$ cat config.mk
export PLATFORM = sky130hd
export DESIGN_NAME = alu_exec_unit
export DESIGN_NICKNAME = d
export VERILOG_FILES = /design/src/rtl/alu_pkg.sv /design/src/rtl/alu_muldiv_core.sv /design/src/rtl/alu_exec_unit.sv
export SDC_FILE = /design/constraint.sdc
export NUM_CORES = 1
export LEC_CHECK = 0
export ABC_AREA = 1
export ABC_CLOCK_PERIOD_IN_PS = 10400
export CAP_MARGIN = 10
export CORE_UTILIZATION = 40
export CTS_CLUSTER_DIAMETER = 50
export DETAILED_ROUTE_END_ITERATION = 6
export PLACE_DENSITY = 0.66
export SLEW_MARGIN = 20
export SYNTH_ARGS = -nofsm -noshare
export SYNTH_HDL_FRONTEND = slang
export SYNTH_SLANG_ARGS = --single-unit
export TNS_END_PERCENT = 20
$ cat constraint.sdc
create_clock -name clk -period 10.4 [get_ports clk]
set_input_delay 2.6 -clock clk [delete_from_list [all_inputs] [get_ports clk]]
set_output_delay 2.6 -clock clk [all_outputs]
set_load 0.05 [all_outputs]
$ cat src/rtl/alu_pkg.sv
// rtl/alu_pkg.sv - shared ALU op codes, FSM encoding and default width
package alu_pkg;

    localparam int ALU_WIDTH = 32;

    localparam logic [3:0] ALU_ADD  = 4'd0;
    localparam logic [3:0] ALU_SUB  = 4'd1;
    localparam logic [3:0] ALU_AND  = 4'd2;
    localparam logic [3:0] ALU_OR   = 4'd3;
    localparam logic [3:0] ALU_SLT  = 4'd4;
    localparam logic [3:0] ALU_SLL  = 4'd5;
    localparam logic [3:0] ALU_MULT = 4'd6;
    localparam logic [3:0] ALU_DIV  = 4'd7;

    typedef enum logic [1:0] {
        S_IDLE = 2'd0,
        S_ITER = 2'd1,
        S_FIX  = 2'd2
    } md_state_t;

endpackage

$ cat src/rtl/alu_muldiv_core.sv
// rtl/alu_muldiv_core.sv - iterative signed multiply / restoring divide engine
module alu_muldiv_core
    import alu_pkg::*;
#(
    parameter int WIDTH = ALU_WIDTH
) (
    input  logic             clk,
    input  logic             rst,
    input  logic             start,
    input  logic             is_div,
    input  logic [WIDTH-1:0] a,
    input  logic [WIDTH-1:0] b,
    output logic             busy,
    output logic             fin,
    output logic [WIDTH-1:0] hi,
    output logic [WIDTH-1:0] lo
);

    localparam int CW = $clog2(WIDTH + 1);

    md_state_t        state, state_nxt;
    logic [CW-1:0]    cnt;
    logic [WIDTH:0]   acc;
    logic [WIDTH-1:0] mq;
    logic [WIDTH-1:0] dvs;
    logic             div_q, a_neg, b_neg, b_zero;

    logic [WIDTH-1:0] a_abs, b_abs;
    logic [WIDTH:0]   add_sum, shifted, diff, part, acc_step;
    logic [WIDTH-1:0] mq_step;
    logic [2*WIDTH-1:0] prod, prod_s;
    logic [WIDTH-1:0] q_s, r_s;

    assign a_abs = a[WIDTH-1] ? -a : a;
    assign b_abs = b[WIDTH-1] ? -b : b;

    // One step: mult shifts {acc,mq} right after a conditional add;
    // div shifts the remainder left and keeps the difference when non-negative.
    always_comb begin
        add_sum  = acc + {1'b0, dvs};
        shifted  = {acc[WIDTH-1:0], mq[WIDTH-1]};
        diff     = shifted - {1'b0, dvs};
        part     = mq[0] ? add_sum : acc;
        acc_step = {1'b0, part[WIDTH:1]};
        mq_step  = {part[0], mq[WIDTH-1:1]};
        if (div_q) begin
            if (!diff[WIDTH]) begin
                acc_step = diff;
                mq_step  = {mq[WIDTH-2:0], 1'b1};
            end else begin
                acc_step = shifted;
                mq_step  = {mq[WIDTH-2:0], 1'b0};
            end
        end
    end

    always_comb begin
        prod   = {acc[WIDTH-1:0], mq};
        prod_s = (a_neg ^ b_neg) ? -prod : prod;
        q_s    = (a_neg ^ b_neg) ? -mq : mq;
        r_s    = a_neg ? -acc[WIDTH-1:0] : acc[WIDTH-1:0];
        if (div_q) begin
            hi = r_s;
            lo = b_zero ? '1 : q_s;
        end else begin
            hi = prod_s[2*WIDTH-1:WIDTH];
            lo = prod_s[WIDTH-1:0];
        end
    end

    always_comb begin
        state_nxt = state;
        case (state)
            S_IDLE:  if (start) state_nxt = S_ITER;
            S_ITER:  if (cnt == CW'(1)) state_nxt = S_FIX;
            S_FIX:   state_nxt = S_IDLE;
            default: state_nxt = S_IDLE;
        endcase
    end

    always_ff @(posedge clk) begin
        if (rst) begin
            state  <= S_IDLE;
            cnt    <= '0;
            acc    <= '0;
            mq     <= '0;
            dvs    <= '0;
            div_q  <= 1'b0;
            a_neg  <= 1'b0;
            b_neg  <= 1'b0;
            b_zero <= 1'b0;
        end else begin
            state <= state_nxt;
            if (state == S_IDLE && start) begin
                div_q  <= is_div;
                a_neg  <= a[WIDTH-1];
                b_neg  <= b[WIDTH-1];
                b_zero <= (b == '0);
                acc    <= '0;
                mq     <= is_div ? a_abs : b_abs;
                dvs    <= is_div ? b_abs : a_abs;
                cnt    <= CW'(WIDTH);
            end else if (state == S_ITER) begin
                acc <= acc_step;
                mq  <= mq_step;
                cnt <= cnt - CW'(1);
            end
        end
    end

    assign busy = (state != S_IDLE);
    assign fin  = (state == S_FIX);

endmodule

$ cat src/rtl/alu_exec_unit.sv
// rtl/alu_exec_unit.sv - MIPS ALU execute stage: single-cycle ops plus multi-cycle mult/div
module alu_exec_unit
    import alu_pkg::*;
#(
    parameter int WIDTH = ALU_WIDTH,
    parameter int SHW   = 5
) (
    input  logic             clk,
    input  logic             rst,
    input  logic             start,
    input  logic [3:0]       op,
    input  logic [WIDTH-1:0] a,
    input  logic [WIDTH-1:0] b,
    input  logic [SHW-1:0]   shamt,
    output logic [WIDTH-1:0] result,
    output logic             zero,
    output logic [WIDTH-1:0] hi,
    output logic [WIDTH-1:0] lo,
    output logic             busy,
    output logic             done
);

    logic             accept, is_md;
    logic             md_fin;
    logic [WIDTH-1:0] md_hi, md_lo;
    logic [WIDTH-1:0] sc_result;

    assign accept = start && !busy;
    assign is_md  = (op == ALU_MULT) || (op == ALU_DIV);

    alu_muldiv_core #(.WIDTH(WIDTH)) u_muldiv (
        .clk    (clk),
        .rst    (rst),
        .start  (accept && is_md),
        .is_div (op == ALU_DIV),
        .a      (a),
        .b      (b),
        .busy   (busy),
        .fin    (md_fin),
        .hi     (md_hi),
        .lo     (md_lo)
    );

    // Undefined op codes complete normally with a zero result.
    always_comb begin
        sc_result = '0;
        case (op)
            ALU_ADD: sc_result = a + b;
            ALU_SUB: sc_result = a - b;
            ALU_AND: sc_result = a & b;
            ALU_OR:  sc_result = a | b;
            ALU_SLT: sc_result = {{(WIDTH-1){1'b0}}, ($signed(a) < $signed(b))};
            ALU_SLL: sc_result = b << shamt;
            default: sc_result = '0;
        endcase
    end

    always_ff @(posedge clk) begin
        if (rst) begin
            result <= '0;
            zero   <= 1'b1;
            hi     <= '0;
            lo     <= '0;
            done   <= 1'b0;
        end else begin
            done <= 1'b0;
            if (md_fin) begin
                hi     <= md_hi;
                lo     <= md_lo;
                result <= md_lo;
                zero   <= (md_lo == '0);
                done   <= 1'b1;
            end else if (accept && !is_md) begin
                result <= sc_result;
                zero   <= (sc_result == '0);
                done   <= 1'b1;
            end
        end
    end

endmodule

# After elaboration in Yosys (flattened, before gate mapping)
# Cells that the tools add are included.
[totals] ff_bits=207 input_bits=76
[classes] add_sub_neg=10 order_cmp=1 eq_ne=12 n_shift=1 n_mux=29 bitwise_logic=3 reduce_logical=17
[op_table] operator="$mux 32" count=14
[op_table] operator="$pmux 32 s6" count=1
[op_table] operator="$neg 32->32" count=4
[op_table] operator="$mux 33" count=3
[op_table] operator="$logic_not 32->1" count=3
[op_table] operator="$mux 64" count=1
[op_table] operator="$neg 64->64" count=1
[op_table] operator="$add 33x32->33" count=1
[op_table] operator="$sub 33x32->33" count=1
[op_table] operator="$add 32x32->32" count=1
[op_table] operator="$and 32x32->32" count=1
[op_table] operator="$lt 32x32->1" count=1
[op_table] operator="$or 32x32->32" count=1
[op_table] operator="$shl 32x5->32" count=1
[op_table] operator="$sub 32x32->32" count=1
[op_table] operator="$eq 4x3->1 const B" count=4
[op_table] operator="$mux 6" count=2
[op_table] operator="$eq 4x2->1 const B" count=2
[op_table] operator="$eq 6x1->1 const B" count=1
[op_table] operator="$reduce_bool 2->1" count=3
[op_table] operator="$sub 6x1->6 const B" count=1
[op_table] operator="$mux 1" count=5
[op_table] operator="$eq 4x1->1 const B" count=1
[op_table] operator="$logic_and 1x1->1" count=4
[op_table] operator="other kinds (12)" count=15

# Depth between registers and ports, before layout
[logic_depth] depth_word=6 depth_mapped=23 mapped_depth_nobuf=22

# Hierarchy
# From an unflattened synthesis, not the netlist that was laid out.
[unflattened] cells_unflattened=5101 hier_area_um2=27249.9
[modules_own_cells] mod="alu_muldiv_core" instances=1 cells_per_inst=2997 area_per_inst_um2=15727.6 seq_area_each_um2=2182.1
[modules_own_cells] mod="alu_exec_unit" instances=1 cells_per_inst=2104 area_per_inst_um2=11522.3 seq_area_each_um2=1961.9

# Least setup slack after synthesis
# OpenSTA, ideal clock, no wires.
[synth_path] path_type="input-to-reg" startpoint="input a[31]" endpoint="register zero" setup_time_ps=58 arrival_ps=4613 required_ps=10342 setup_slack_ps=5729 stages=19 n_path_buf=2 path_cell_list="clkbuf_1 inv_1 clkbuf_1 ha_1 inv_1 a21oi_1 a21boi_0 nand2_1 a21oi_1 nand3_1 nand3_1 nand2_1 nor2_1 nand3_1 nor2_1 nand3_1 nand2_1 nand2_1 nand2_1"
[synth_via] elab_chain_len=5
[synth_rtl] item="start, declared" line="alu_exec_unit.sv:12" text="input logic [WIDTH-1:0] a,"
[synth_rtl] item="$sub 32x32->32, or another cell as far along" line="alu_exec_unit.sv:49" text="ALU_SUB: sc_result = a - b;"
[synth_rtl] item="$pmux 32 s6 (*)" line="alu_exec_unit.sv:47" text="case (op)"
[synth_rtl] item="$logic_not 32->1 (*)" line="alu_exec_unit.sv:75" text="zero <= (sc_result == '0);"
[synth_rtl] item="$mux 1 (*)" line="alu_exec_unit.sv:73" text="end else if (accept && !is_md) begin"
[synth_rtl] item="$mux 1 (*)" line="alu_exec_unit.sv:67" text="if (md_fin) begin"
[synth_rtl] item="end signal, assigned" line="alu_exec_unit.sv:71" text="zero <= (md_lo == '0);"
[synth_rtl] item="end signal, assigned" line="alu_exec_unit.sv:75"
[synth_rtl] item="end, declared" line="alu_exec_unit.sv:16" text="output logic zero,"
# Every way passes the cells marked *; elsewhere a longest branch is shown, timed or not. The select of a mux whose other input is x is not followed.
# A chain may end at the register's enable or synchronous reset.

# Worst setup path in the final report
[layout_path] startpoint="input b[12]" endpoint="register zero"
[layout_via] elab_chain_len=5
[layout_rtl] item="start, declared" line="alu_exec_unit.sv:13" text="input logic [WIDTH-1:0] b,"
[layout_rtl] item="$sub 32x32->32, or another cell as far along" line="alu_exec_unit.sv:49"
[layout_rtl] item="$pmux 32 s6 (*)" line="alu_exec_unit.sv:47"
[layout_rtl] item="$logic_not 32->1 (*)" line="alu_exec_unit.sv:75"
[layout_rtl] item="$mux 1 (*)" line="alu_exec_unit.sv:73"
[layout_rtl] item="$mux 1 (*)" line="alu_exec_unit.sv:67"
# Marked as above.

==> results.toml <==
[status]
status = "completed"

[worst_setup_path]
worstSetupPathType = "input port to register"
cp_num_buf_inv = 3
rrSetupSlack_ns = 5.68
end_kind = "register"
critPathMaxStageDelay_ns = 0.80
cp_max_fo = 8
cp-endpoint = "zero$_SDFFE_PP1P_"
path_delay_family = "simple AND/OR/NAND/NOR gates"
path_cells = "clkdlybuf4s50_1 -> inv_1 -> ha_1 -> nand2_1 -> nor2_1 -> inv_1 -> nor2_1 -> nand4_1 -> nand3_1 -> nand2_1 -> nand3_1 -> nand3_1 -> nor2_1 -> nand3_1 -> nor2_1 -> nand3_1 -> nand2_1 -> nand2_1 -> nand2_1"
reg2reg_from = "u_muldiv.acc[0]$_SDFFE_PP0P_"
required_ns = 10.88
worstSetupStartpoint = "b[12]"
r2r_cells = 21
reg2reg_to = "u_muldiv.acc[6]$_SDFFE_PP0P_"
slowest_stage = "clkdlybuf4s50_1"
worstPathArrival_ns = 6.61
cp-start-kind = "input port"
path_depth = 19

[synth]
yosysSeqAreaShare_pct = 16.4
synthTopCellsByArea = "nand2_1 17%, dfxtp_1 16%, inv_1 9.5%"
synth_top_cell_by_area = "nand2_1"
syn_avg_cell_area_um2 = 5.66
async_flop_share_pct = 0
synth_ff_type = "dfxtp_1"
synth_area_mm2 = 0.0253
synth-edff-count = 0
synth_cells = 4473
synth_top_area_share_pct = 17.0
syn-num-nets = 4727
ys_types = 65
ys_ff_latch = 207
yosys_warnings = 0

[placement]
placed_area_mm2 = 0.0276
port_buffers = 174
place.gp.congestion = 1.05
dp_hpwl_um = 97700

[drt]
wire_per_inst_um = 22.3
vias_per_cell = 5.74
vias = 30983
drc = 0
routed_wl_um = 120000
drt_iter0_markers = 4102
drt_pass1_iterations = 6
ant_nets = 0

[die]
row_count = 91
core_area_mm2 = 0.0622
die_y_um = 254
die_w_um = 254
num_io_pins = 175
die_area_mm2 = 0.0644
start_util_pct = 40.8

[clock_network]
cts.htree.levels = 2
clk_path_buf_depth = 3
numClockSinks = 207
clkTransAtPathRegs_ns = 0.05
post_cts_buffers = 0
cts_inserted_buffers = 34
cts-root-buf = "clkbuf_16"
cts_tree = "yes"
clk-insertion-delay-late_ns = 0.56
cts_resized = 0
postCtsHoldBufs = 0

[timing]
finalHoldViolCount = 0
relSlewSlack_pct = 25.7
fmax_mhz = 163
grt_setup_unrepaired = "false"
final_max_slew_viol_count = 0
skew_ns = 0.0403
final-setup-viol-count = 0
tightest_slew_ns = 1.11
fin_crit_ns = 6.13
tns_ns = 0
timing.final.crit_share_pct = 58.9

[global_routing]
grt_pass1_vias = 27650
grt-ovfl-total = 0
antenna_found_initial = 4
grt_max_degree = 91
track_usage_pct = 36.6
grt_pass1_wl_um = 177000

[final_layout]
n_fill_cell = 6855
fin_nets = 4789
layout_commonest_cell = "nand2_1"
final_cell_mix = "1148 x nand2_1, 638 x inv_1, 460 x nor2_1"
drive_above_1_share_pct = 4.30
area_growth_pct = 13.5
post-route-util_pct = 46.3
final_cell_area_mm2 = 0.0288

[pwr]
p_leak_nw = 14.1
p_per_area_mw_per_mm2 = 116
ir_drop_uv = 84.9

[worst_hold_path]
hp-class = "register to register"

[job]
maxCapViolations = 0
-- flip-flops by register name, summed over array words and instances (netlist names) --
| register | count |
|---|---|
| done | 1 |
| u_muldiv.state | 2 |
| u_muldiv.mq | 32 |
| u_muldiv.div_q | 1 |
| u_muldiv.b_zero | 1 |
| hi | 32 |
| u_muldiv.b_neg | 1 |
| result | 32 |
| u_muldiv.acc | 33 |
| u_muldiv.dvs | 32 |
| lo | 32 |
| u_muldiv.a_neg | 1 |
| zero | 1 |
| u_muldiv.cnt | 6 |
-- where the power goes --
part	leakage (nW)	internal (mW)	switching, mW
sequential	1.68	0.819	0.0446
combinational	11.9	0.367	0.925
clock	0.558	0.721	0.448
total	14.1	1.91	1.42
-- cells in the mapped netlist, types with 6 or more instances --
library cell and instances:
nor3_2 9, nand3_2 11, nand3_1 422, buf_1 6
nand4_1 48, nor2_1 468, a21oi_1 289, nor3_1 74
dfxtp_1 207, nand3b_1 8, o221ai_1 22, xor2_1 92
nor2_4 6, or2_2 17, clkbuf_1 121, a31oi_1 70
inv_1 641, buf_6 9, o22ai_1 37, ha_1 174
a21o_1 11, buf_2 42, buf_4 7, and2_1 6
o211ai_1 75, o21ai_0 276, o21ai_1 13, inv_2 15
o21a_1 9, nand2_1 1148, nor2_2 13, xnor2_1 14
o21bai_1 26, nor4_1 15
-- worst reg2reg max path, cell delays in order, from the launching register on --
cell      delay (ns)
dfxtp_1         0.56
inv_1           0.23
fa_1            0.47
nand3b_1        0.22
a21oi_1         0.17
nor2_1          0.11
o21bai_1        0.39
nand2_1         0.09
nand2_1         0.18
nand4_1         0.23
nand2_1         0.13
nand2_1         0.05
o211ai_1        0.13
ha_1            0.28
buf_4           0.24
inv_2           0.56
a21oi_1         0.09
o21ai_0         0.12
o211ai_1        0.11
nand3_1         0.12
o211ai_1        0.09
inv_1           0.07
-- layer usage --
layer  part of all wire [%]  up-vias  global-route usage (%)
met5                      0        -                       0
met4                    3.8        0                    13.8
met3                     12      224                    9.10
met2                     41     1762                    53.7
met1                     43    14198                    50.9
li1                       -    14799                       -
-- kinds of logic after synthesis --
family	synth area share, %
AOI/OAI and AO/OA	20.1
xor gates and xnor gates	3.66
adders and majority gates	8.91
buffers and inverters	13.1
DFF	16.4
and+or+nand+nor	37.9
-- worst min path at each step --
stage	from	end	slack, ns	cells past startpoint
floorplan	u_muldiv.acc[32]$_SDFFE_PP0P_	u_muldiv.acc[32]$_SDFFE_PP0P_	0.45	2
global placement	lo[10]$_SDFFE_PP0P_	lo[10]$_SDFFE_PP0P_	0.45	2
detailed placement	lo[26]$_SDFFE_PP0P_	lo[26]$_SDFFE_PP0P_	0.45	2
CTS	lo[26]$_SDFFE_PP0P_	lo[26]$_SDFFE_PP0P_	0.46	2
global route	lo[8]$_SDFFE_PP0P_	lo[8]$_SDFFE_PP0P_	0.48	2
finish	lo[3]$_SDFFE_PP0P_	lo[3]$_SDFFE_PP0P_	0.46	2
-- cell type report --
class / count / area (um^2) / area share, %
antenna: 2 / 5.00 / 0.0174
clock buffer: 42 / 932 / 3.24
sequential: 207 / 4150 / 14.4
inverter: 661 / 2480 / 8.63
tap: 837 / 1050 / 3.64
multi-input combinational: 3420 / 17900 / 62.3
timing repair buffer: 211 / 2020 / 7.01
clock inverter: 18 / 216 / 0.753
-- through the flow --
step           setup WS, ns  total power, mW  hold WS (ns)  std cells
2_1_floorplan          5.73             1.70         0.453       4473
3_3_place_gp           3.94             2.12         0.452       5336
3_5_place_dp           3.98             2.12         0.455       5336
4_1_cts                4.51             3.29         0.463       5396
5_1_grt                4.13             3.48         0.478       5396
6_report               4.27             3.33         0.461       5398
No activity file was read; power rests on OpenSTA's default activity.
